--- src/rtl/dmem_resp_pkg.sv ---
// Shared data-memory definitions: access width encodings, memory-controller
// constants and the registered request payload used by dmem_resp.
package dmem_resp_pkg;

  localparam int unsigned MEM_CTRL_DATA_W   = 32;
  localparam int unsigned MEM_CTRL_STRB_W   = MEM_CTRL_DATA_W / 8;
  localparam int unsigned MEM_CTRL_WORD_LSB = 2;

  // Access width encodings shared by rwidth and wwidth
  localparam logic [2:0] WIDTH_BYTE = 3'd1;
  localparam logic [2:0] WIDTH_HALF = 3'd2;
  localparam logic [2:0] WIDTH_WORD = 3'd4;

  typedef enum logic {
    ST_IDLE = 1'b0,
    ST_WAIT = 1'b1
  } dmem_state_e;

  typedef struct packed {
    logic [MEM_CTRL_DATA_W-1:0] addr;
    logic [2:0]                 width;
    logic                       sign;
    logic                       we;
    logic [MEM_CTRL_DATA_W-1:0] wdata;
  } dmem_req_t;

  function automatic logic is_legal_width(logic [2:0] w);
    return (w == WIDTH_BYTE) || (w == WIDTH_HALF) || (w == WIDTH_WORD);
  endfunction

endpackage

--- src/rtl/dmem_resp_lsu_align.sv ---
// Byte-lane alignment: store strobes and lane-replicated store data, plus
// lane selection and zero/sign extension of load data.
module lsu_align
  import dmem_resp_pkg::*;
(
  input  logic [1:0]                 addr_lo,
  input  logic [2:0]                 width,
  input  logic                       sign,
  input  logic [MEM_CTRL_DATA_W-1:0] wdata,
  input  logic [MEM_CTRL_DATA_W-1:0] rdata_word,
  output logic [MEM_CTRL_STRB_W-1:0] wstrb_c,
  output logic [MEM_CTRL_DATA_W-1:0] wdata_c,
  output logic [MEM_CTRL_DATA_W-1:0] rdata_c
);

  logic [7:0]  byte_sel;
  logic [15:0] half_sel;

  always_comb begin
    byte_sel = rdata_word[{addr_lo, 3'b000} +: 8];
    half_sel = rdata_word[{addr_lo[1], 4'b0000} +: 16];
  end

  always_comb begin
    wstrb_c = '0;
    wdata_c = '0;
    rdata_c = '0;
    case (width)
      WIDTH_BYTE: begin
        wstrb_c = 4'b0001 << addr_lo;
        wdata_c = {4{wdata[7:0]}};
        rdata_c = {{24{sign & byte_sel[7]}}, byte_sel};
      end
      WIDTH_HALF: begin
        // addr[0] is ignored for halfword accesses
        wstrb_c = addr_lo[1] ? 4'b1100 : 4'b0011;
        wdata_c = {2{wdata[15:0]}};
        rdata_c = {{16{sign & half_sel[15]}}, half_sel};
      end
      WIDTH_WORD: begin
        wstrb_c = 4'b1111;
        wdata_c = wdata;
        rdata_c = rdata_word;
      end
      default: begin
        wstrb_c = '0;
      end
    endcase
  end

endmodule

--- src/rtl/dmem_resp.sv ---
// Data-memory response unit: accepts one load/store per pipeline advance,
// holds it on the backing-memory port until mem_ack and formats the reply.
module dmem_resp
  import dmem_resp_pkg::*;
#(
  parameter int unsigned MEM_AW   = 30,
  parameter int unsigned MAX_WAIT = 255
) (
  input  logic              clk,
  input  logic              rst,
  input  logic              pipeline_en,
  input  logic              ren,
  input  logic              wen,
  input  logic [31:0]       addr,
  input  logic [2:0]        rwidth,
  input  logic              rsign,
  input  logic [2:0]        wwidth,
  input  logic [31:0]       wdata,
  output logic [31:0]       rdata,
  output logic              valid,
  output logic              mem_req,
  output logic              mem_we,
  output logic [MEM_AW-1:0] mem_addr,
  output logic [3:0]        mem_wstrb,
  output logic [31:0]       mem_wdata,
  input  logic [31:0]       mem_rdata,
  input  logic              mem_ack,
  output logic              err
);

  localparam int unsigned CNT_W = $clog2(MAX_WAIT + 1);
  localparam logic [CNT_W-1:0] CNT_MAX = CNT_W'(MAX_WAIT);

  dmem_state_e      state_q, state_d;
  dmem_req_t        req_q, req_d, req_new;
  logic [CNT_W-1:0] cnt_q, cnt_d;
  logic             err_q, err_d;

  logic [2:0]       acc_width;
  logic             done_c;
  logic             accept_c;
  logic [3:0]       align_wstrb;
  logic [31:0]      align_wdata;
  logic [31:0]      align_rdata;

  // A store wins when ren and wen are both set, so its width decides legality
  assign acc_width = wen ? wwidth : rwidth;
  assign done_c    = (state_q == ST_WAIT) & mem_ack;
  assign valid     = (state_q == ST_IDLE) | done_c;
  assign accept_c  = valid & pipeline_en & (ren | wen) & is_legal_width(acc_width);

  always_comb begin
    req_new       = '0;
    req_new.addr  = addr;
    req_new.width = acc_width;
    req_new.sign  = rsign & ~wen;
    req_new.we    = wen;
    req_new.wdata = wdata;
  end

  always_ff @(posedge clk) begin
    if (rst) begin
      state_q <= ST_IDLE;
      req_q   <= '0;
      cnt_q   <= '0;
      err_q   <= 1'b0;
    end else begin
      state_q <= state_d;
      req_q   <= req_d;
      cnt_q   <= cnt_d;
      err_q   <= err_d;
    end
  end

  always_comb begin
    state_d = state_q;
    req_d   = req_q;
    cnt_d   = cnt_q;
    err_d   = err_q;
    case (state_q)
      ST_IDLE: begin
        if (accept_c) begin
          state_d = ST_WAIT;
          req_d   = req_new;
          cnt_d   = '0;
        end
      end
      ST_WAIT: begin
        if (mem_ack) begin
          cnt_d = '0;
          if (accept_c) begin
            req_d = req_new;
          end else begin
            state_d = ST_IDLE;
          end
        end else begin
          // Saturating stall counter; err is sticky and the access keeps waiting
          cnt_d = (cnt_q == CNT_MAX) ? cnt_q : cnt_q + CNT_W'(1);
          err_d = err_q | (cnt_d == CNT_MAX);
        end
      end
      default: begin
        state_d = ST_IDLE;
      end
    endcase
  end

  lsu_align u_align (
    .addr_lo    (req_q.addr[1:0]),
    .width      (req_q.width),
    .sign       (req_q.sign),
    .wdata      (req_q.wdata),
    .rdata_word (mem_rdata),
    .wstrb_c    (align_wstrb),
    .wdata_c    (align_wdata),
    .rdata_c    (align_rdata)
  );

  assign mem_req   = (state_q == ST_WAIT);
  assign mem_we    = mem_req & req_q.we;
  assign mem_addr  = MEM_AW'(req_q.addr[31:MEM_CTRL_WORD_LSB]);
  assign mem_wstrb = mem_we ? align_wstrb : 4'b0000;
  assign mem_wdata = align_wdata;
  assign rdata     = (done_c & ~req_q.we) ? align_rdata : 32'h0;
  assign err       = err_q;

endmodule

--- config.mk ---
export PLATFORM = sky130hd
export DESIGN_NAME = dmem_resp
export DESIGN_NICKNAME = d
export VERILOG_FILES = /design/src/rtl/dmem_resp_pkg.sv /design/src/rtl/dmem_resp_lsu_align.sv /design/src/rtl/dmem_resp.sv
export SDC_FILE = /design/constraint.sdc
export NUM_CORES = 1
export LEC_CHECK = 0
export BUFFER_PORTS_ARGS = -buffer_cell sky130_fd_sc_hd__buf_2
export CAP_MARGIN = 0
export CORE_UTILIZATION = 35
export CTS_BUF_LIST = sky130_fd_sc_hd__clkbuf_16
export CTS_CLUSTER_DIAMETER = 50
export CTS_CLUSTER_SIZE = 8
export DETAILED_ROUTE_END_ITERATION = 6
export GPL_TIMING_DRIVEN = 0
export PLACE_DENSITY = 0.66
export SLEW_MARGIN = 0
export SYNTH_ARGS = -nofsm -noshare
export SYNTH_HDL_FRONTEND = slang
export SYNTH_SLANG_ARGS = --single-unit
--- constraint.sdc ---
create_clock -name clk -period 4.2 [get_ports clk]
set_input_delay 0.21 -clock clk [delete_from_list [all_inputs] [get_ports clk]]
set_output_delay 0.21 -clock clk [all_outputs]
set_load 0.01 [all_outputs]
==> impl_results.md, run 1 <==
- Outcome: finished, final reports clean
- R2R Path Start: mem_req$_SDFF_PP0_
- Seq/Total Area, Yosys: 0.365
- Clock sinks: 79
- CP Class: reg2out
- Synth Warn #: 0
- Async set-reset flop share out of synthesis: 0
- Yosys cell types: 45
- R2r worst-path depth: 6
- Top FF cell, synth: dfxtp_1
- Hold_sp: addr[3]
- WHS Endpoint: mem_addr[1]$_SDFFE_PP0P_
- Final Critical Period: 2870 ps
- Core Box Area: 12000 um2
- Final slew viol count: 0
- DRC: 0
- Fill count: 1279
- Vias in the first global route: 4656
- Rows: 40
- Worst slew pin tran: 928 ps
- Final Hold Violating Endpoints: 0
- Non-Filler Instances: 977
- Yosys reg bits: 79
- Antenna Diode Count: 0
- CP max FO: 10
- Most common cell after layout, fill and taps aside: buf_2
- Largest net degree at the start of global routing: 14
- Crit-path most repeated cell: buf_2
- Die height: 113 um
- CP Capture Type: primary output
- Setup Skew: 9.04 ps
- Peak supply drop: 0.000237 V
- I/O Buffers: 209
- Delay-heaviest family, CP: buffers and inverters
- Post-cts sizing count: 0
- CP arrival: 2660 ps
- Placer congestion estimate: 0.861
- TritonRoute pass-1 iters: 6
- Vias: 4895
- Initial antenna violation count: 0
- Critical Path Start Type: register
- Total track usage: 0.221
- Total of max-cap violations: 0
- Antenna viol nets, final: 0
- Hold Crit Depth: 3
- Most frequent cells in the layout: buf_2 (224), nand2_1 (184), a21oi_1 (104)
- Lkg Pwr: 2.62 nW
- Number of vias per cell: 5.01
- Slew headroom: 0.377
- Worst hold slack: 96.7 ps
- HP Class: in2reg
- RR Endpoint: cnt_q[7]$_SDFFE_PP0P_
- Clock Path Buffers: 2
- Number of buffers and inverters on the critical path: 4
- Worst path slowest cell: dfxtp_1
- Final nets: 935
- Cells after Synth: 605
- Clock root buffer: clkbuf_16
- H-tree depth: 3
- Full die area: 12800 um2
- First-pass GRT wire length: 22400 um
- Reg2Reg Setup Slack: 2000 ps
- Placed Instances: 961
- Period utilization: 0.684
- WL/cell: 14.4 um
- CP peak stage delay: 470 ps
- DRT Wirelength: 14100 um
- Postcts setup bufs: 0
- Syn_area_per_cell: 7.15 um2
- Cell Chain, Critical Path: nor2b_1 > clkbuf_1 > o21ba_2 > buf_2 > or2_2 > nand4b_1 > buf_2 > a21oi_1 > buf_2
- Worst endpoint required time: 3990 ps
- CTS tree: built
- Die width: 113 um
- CTS clk-pin slew, worst paths: 70 ps
- Share of cells above drive strength 1: 0.346
- IO Count: 211
- Mapped Nets: 715
- Max Freq: 0.348 GHz
- Clk_lat worst skew: 340 ps
- Area delta synth->final: 35.1%
- Inserted Clock Buffers: 9
- Initial drt markers: 233
- Initial core utilization: 0.360
- Fin Setup TNS: 0 ps
- Overflow after GRT: 0
- Power per Cell Area: 332 nW/um2
- RSZ-0062 raised after global routing: no
- Final setup viols: 0
- EDFF count, synth: 0
- Detail Placement HPWL: 10900 um
- CTS hold repair buffers: 0
- Post-Syn Area: 4330 um2
[where the power goes]
group | switching (mW) | internal, mW
Combinational | 0.197 | 0.149
Clock | 0.317 | 0.456
Sequential | 0.0328 | 0.792
Total | 0.547 | 1.40
[state kept, by name, indices dropped and copies added, names as in the netlist]
register  flops
cnt_q         8
mem_req       1
err           1
mem_addr     30
req_q        39
[synth_stat cells (2+ instances only)]
| cell type | n | area share |
|---|---|---|
| a21oi_1 | 104 | 0.12 |
| o21ai_0 | 24 | 0.028 |
| nor2_1 | 18 | 0.016 |
| clkbuf_1 | 29 | 0.025 |
| buf_2 | 15 | 0.017 |
| nor3_1 | 3 | 0.0035 |
| a221oi_1 | 2 | 0.0040 |
| mux2_2 | 9 | 0.023 |
| nand4b_1 | 2 | 0.0040 |
| inv_1 | 8 | 0.0069 |
| nand2b_1 | 5 | 0.0072 |
| nand2_1 | 184 | 0.16 |
| a222oi_1 | 7 | 0.016 |
| nor2b_1 | 4 | 0.0058 |
| a31oi_1 | 10 | 0.014 |
| and3_1 | 3 | 0.0043 |
| mux2i_1 | 2 | 0.0046 |
| o211ai_1 | 2 | 0.0035 |
| nand3b_1 | 2 | 0.0035 |
| a41oi_1 | 2 | 0.0040 |
| mux2i_4 | 2 | 0.010 |
| or3_1 | 2 | 0.0029 |
| nor3b_1 | 2 | 0.0035 |
| nand3_1 | 3 | 0.0035 |
| and2_1 | 9 | 0.013 |
| buf_4 | 32 | 0.056 |
| a22oi_1 | 24 | 0.042 |
| dfxtp_1 | 79 | 0.37 |
[kinds of logic (layout without fill, tap and decap cells)]
logic type                 Yosys count  count (layout)  share of synthesized area
AOI/OAI and AO/OA                  187             187                      0.255
xor gates and xnor gates             1               1                    0.00202
adders and majority gates            1               1                    0.00289
buffers and inverters               84             309                      0.105
DFF                                 79              79                      0.365
muxes                               13              13                     0.0385
and+or+nand+nor                    240             240                      0.231
[stage by stage]
stage / utilization / instance area, um2 / power [mW] / setup slack [ps]
final: 0.487 / 5850 / 1.94 / 1330
after global routing: 0.487 / 5850 / 2.04 / 1090
after CTS: 0.487 / 5850 / 1.96 / 1310
after detailed placement: 0.463 / 5560 / 1.19 / 1690
after global placement: 0.463 / 5560 / 1.19 / 1710
after floorplan: - / 4330 / 1.04 / 2200
[worst reg2reg max path, stage by stage, from the launching register on]
cell      delay [ps]
dfxtp_1          390
nand2b_1         200
o211ai_1         290
a211oi_2         610
or3_1            190
clkbuf_1         270
a21oi_1          120
[routing by layer]
| metal | global-route usage | part of all wire | vias up |
|---|---|---|---|
| li1 | - | - | 2493 |
| met1 | 0.261 | 0.43 | 2206 |
| met2 | 0.389 | 0.48 | 176 |
| met3 | 0.0600 | 0.071 | 20 |
| met4 | 0.0693 | 0.014 | 0 |
| met5 | 0 | 0 | - |
[how the worst max path moves through the flow]
stage | cells past startpoint | slack, ps | from | to
after global placement | 9 | 1710 | req_q[35]$_SDFFE_PP0P_ | rdata[21]
after detailed placement | 9 | 1690 | req_q[35]$_SDFFE_PP0P_ | rdata[19]
after global routing | 8 | 1090 | req_q[35]$_SDFFE_PP0P_ | mem_wstrb[1]
after floorplan | 6 | 2200 | req_q[36]$_SDFFE_PP0P_ | mem_wstrb[1]
after CTS | 9 | 1310 | req_q[35]$_SDFFE_PP0P_ | rdata[19]
final | 9 | 1330 | req_q[35]$_SDFFE_PP0P_ | rdata[11]
[layout make-up]
type                    instances  area (um2)  area share
plain buffers                  76         424      0.0725
clock buffers                   9         225      0.0385
clock inverters                 7        65.1      0.0111
repair buffers                209        1050       0.179
inverters                       8        30.0     0.00513
well taps                     147         184      0.0315
flip-flops and latches         79        1580       0.270
multi-input cells             442        2290       0.392
(Power assumes the default switching activity.)
==> inputs of run 2 (changes only) <==
--- a/config.mk
+++ b/config.mk
@@ -5,6 +5,7 @@
 export SDC_FILE = /design/constraint.sdc
 export NUM_CORES = 1
 export LEC_CHECK = 0
+export ABC_AREA = 1
 export BUFFER_PORTS_ARGS = -buffer_cell sky130_fd_sc_hd__buf_2
 export CAP_MARGIN = 0
 export CORE_UTILIZATION = 35
@@ -13,7 +14,7 @@
 export CTS_CLUSTER_SIZE = 8
 export DETAILED_ROUTE_END_ITERATION = 6
 export GPL_TIMING_DRIVEN = 0
-export PLACE_DENSITY = 0.66
+export PLACE_DENSITY = 0.68
 export SLEW_MARGIN = 0
 export SYNTH_ARGS = -nofsm -noshare
 export SYNTH_HDL_FRONTEND = slang
==> constraint.sdc (replaced) <==
create_clock -name clk -period 2.4 [get_ports clk]
set_input_delay 0.12 -clock clk [delete_from_list [all_inputs] [get_ports clk]]
set_output_delay 0.12 -clock clk [all_outputs]
set_load 0.01 [all_outputs]
==> impl_results.md, run 2 <==
- Worst path slowest cell: dfxtp_1
- HP Class: in2reg
- Initial core utilization: 0.361 (+0.000891)
- Final slew viol count: 0 (unchanged)
- Top FF cell, synth: dfxtp_1
- Critical Path Start Type: register
- Cells after Synth: 659 (+8.9%)
- Number of buffers and inverters on the critical path: 3 (-1)
- Fin Setup TNS: 0 ps (unchanged)
- Cell Chain, Critical Path: inv_1 > nor3_4 > buf_4 > nand3_1 > nand2_2 > a21oi_1 > a21oi_1 > buf_2
- Final nets: 993 (+6.2%)
- CTS tree: built
- Final Critical Period: 2270 ps
- Max Freq: 0.440 GHz
- Yosys reg bits: 79 (unchanged)
- Total of max-cap violations: 0 (unchanged)
- IO Count: 211 (unchanged)
- Largest net degree at the start of global routing: 14 (unchanged)
- Final Hold Violating Endpoints: 0 (unchanged)
- Async set-reset flop share out of synthesis: 0 (unchanged)
- Multi-input gate area: 2190 um2 (-4.5%)
- Reg2Reg Setup Slack: 440 ps (-1560 ps)
- Full die area: 12900 um2 (+0.65%)
- Max reg flops: 39 (unchanged)
- Most frequent cells in the layout: buf_2 (219), nand2_1 (122), nor2_1 (115)
- Fin area: 6020 um2 (+2.9%)
- Rows: 40 (unchanged)
- CP max FO: 10 (unchanged)
- Yosys cell types: 34 (-24%)
- DRT Wirelength: 14800 um (+5.0%)
- Antenna Diode Count: 0 (unchanged)
- Vias in the first global route: 4743 (+1.9%)
- I/O Buffers: 210 (+0.48%)
- Clk_lat worst skew: 340 ps (about the same)
- Most common cell after layout, fill and taps aside: buf_2
- Power per Cell Area: 611 nW/um2 (+84%)
- Die width: 114 um (+0.33%)
- Worst endpoint required time: 2280 ps (-1710 ps)
- Setup crit end: rdata[2]
- Outcome: finished, final reports clean
- Die height: 114 um (+0.33%)
- Setup Skew: 4.95 ps (-4.09 ps)
- Non-Filler Instances: 1056 (+8.1%)
- CP peak stage delay: 440 ps (-30 ps)
- Core Box Area: 12100 um2 (+0.42%)
- Syn_area_per_cell: 6.61 um2 (-7.6%)
- Commonest cells in the netlist: nand2_1 (122), nor2_1 (115), o21ai_0 (80)
- Detail Placement HPWL: 11400 um (+4.8%)
- R2r worst-path depth: 9 (+3)
- CP arrival: 2150 ps (-510 ps)
- Yosys top cell area share: 0.363 (-0.00241)
- Overflow after GRT: 0 (unchanged)
- Clock root buffer: clkbuf_16
- Top reg by flops: req_q
- Start point of the critical path: req_q[34]$_SDFFE_PP0P_
- Post-Route Utilization: 0.499 (+0.0121)
- TritonRoute pass-1 iters: 5 (-1)
- Worst slew pin tran: 560 ps (-368 ps)
- Dominant cell type by area after synthesis: dfxtp_1
- FF+latch area: 1580 um2 (unchanged)
- CP Capture Type: primary output
- Seq/Total Area, Yosys: 0.363 (-0.00241)
- WL/cell: 14.0 um (-2.9%)
- Post-Syn Area: 4360 um2 (+0.66%)
- Vias: 5142 (+5.0%)
- CTS clk-pin slew, worst paths: 60 ps (about the same)
- CP Class: reg2out
- Total stage count of the critical path: 8 (-1)
- R2R Path Start: mem_req$_SDFF_PP0_
- Share of cells above drive strength 1: 0.332 (-0.0136)
- Fill count: 1300 (+1.6%)
- Antenna viol nets, final: 0 (unchanged)
- Dominant cells by area after synthesis: dfxtp_1 (36%), nand2_1 (11%), nor2_1 (9.9%)
- Placer congestion estimate: 0.908 (+5.4%)
- H-tree depth: 3 (unchanged)
- Clock sinks: 79 (unchanged)
- Worst Slack Setup Final: 129 ps (-1200 ps)
- Lkg Pwr: 2.86 nW (+9.0%)
- Number of vias per cell: 4.87 (-2.8%)
- EDFF count, synth: 0 (unchanged)
- Dpl cell area: 5620 um2 (+1.1%)
- Peak supply drop: 0.000473 V (+100%)
- Synth Warn #: 0 (unchanged)
- RSZ-0062 raised after global routing: yes
- Delay-heaviest family, CP: simple AND/OR/NAND/NOR gates
- Period utilization: 0.946
- Initial antenna violation count: 1 (+1)
- First-pass GRT wire length: 22900 um (+2.2%)
- Place WS: 380 ps (-1310 ps)
- Initial drt markers: 340 (+46%)
- Crit-path most repeated cell: a21oi_1
- Slew headroom: 0.627 (+0.250)
- RR Endpoint: req_q[38]$_SDFFE_PP0P_
- Clock Path Buffers: 2 (unchanged)
- Final setup viols: 0 (unchanged)
- Area delta synth->final: 38.1%
- Placed Instances: 1037 (+7.9%)
- Mapped Nets: 769 (+7.6%)
- Most instantiated library cell after synthesis: nand2_1
- DRC: 0 (unchanged)
- Inserted Clock Buffers: 9 (unchanged)
- Total track usage: 0.227 (+0.00563)
[run 2: where the power goes]
part	internal (mW)	switching [mW]	leakage, nW
combinational	0.278	0.389	2.04
clock	1.01	0.548	0.171
sequential	1.40	0.0508	0.645
[run 2: what timing repair did]
item | CTS | global route
endpoints found under the setup margin | 0 | 32
hold buffers | 1 | 0
setup buffers | 0 | 3
endpoints found under the hold margin | 1 | 0
gates resized for setup | 0 | 5
[run 2: area by class of cell]
type,count,share of cell area
inverter,58,0.0362
clock inverter,7,0.0187
buffer,64,0.0661
multi-input combinational,457,0.364
timing repair buffer,214,0.180
clock buffer,9,0.0374
sequential,79,0.263
tap,168,0.0349
[run 2: how the worst min path moves through the flow]
stage,start,end,slack [ps],cells past startpoint
2_1_floorplan,rst,err$_SDFFE_PP0P_,190,1
3_3_place_gp,rst,err$_SDFFE_PP0P_,330,2
3_5_place_dp,rst,err$_SDFFE_PP0P_,340,2
4_1_cts,addr[20],mem_addr[18]$_SDFFE_PP0P_,20,3
5_1_grt,wdata[15],req_q[15]$_SDFFE_PP0P_,40,3
6_report,addr[20],mem_addr[18]$_SDFFE_PP0P_,20,3
[run 2: routing by layer]
layer	global-route usage	share of wire	vias to the layer above
met3	0.0664	0.094	36
met4	0.112	0.033	0
met5	0	0	-
li1	-	-	2583
met1	0.255	0.40	2287
met2	0.391	0.47	236
[run 2: kinds of logic (layout without fill, tap and decap cells)]
logic type / Yosys count / after routing / synth area share
flops: 79 / 79 / 0.363
simple gates: 276 / 276 / 0.261
fa+ha+maj: 1 / 1 / 0.00287
buf+inv: 123 / 352 / 0.142
compound gates: 177 / 177 / 0.225
xor+xnor: 3 / 3 / 0.00603
[run 2: worst min-delay path, cell delays in order]
cell and delay [ps]:
buf_2 80, o21ai_1 60, nor2_1 70
[run 2: metrics by stage]
stage	total power, mW	hold WS [ps]
global placement	2.13	334
CTS	3.68	20.5
finish	3.68	21.4
floorplan	1.86	189
global route	3.85	37.8
detailed placement	2.13	338
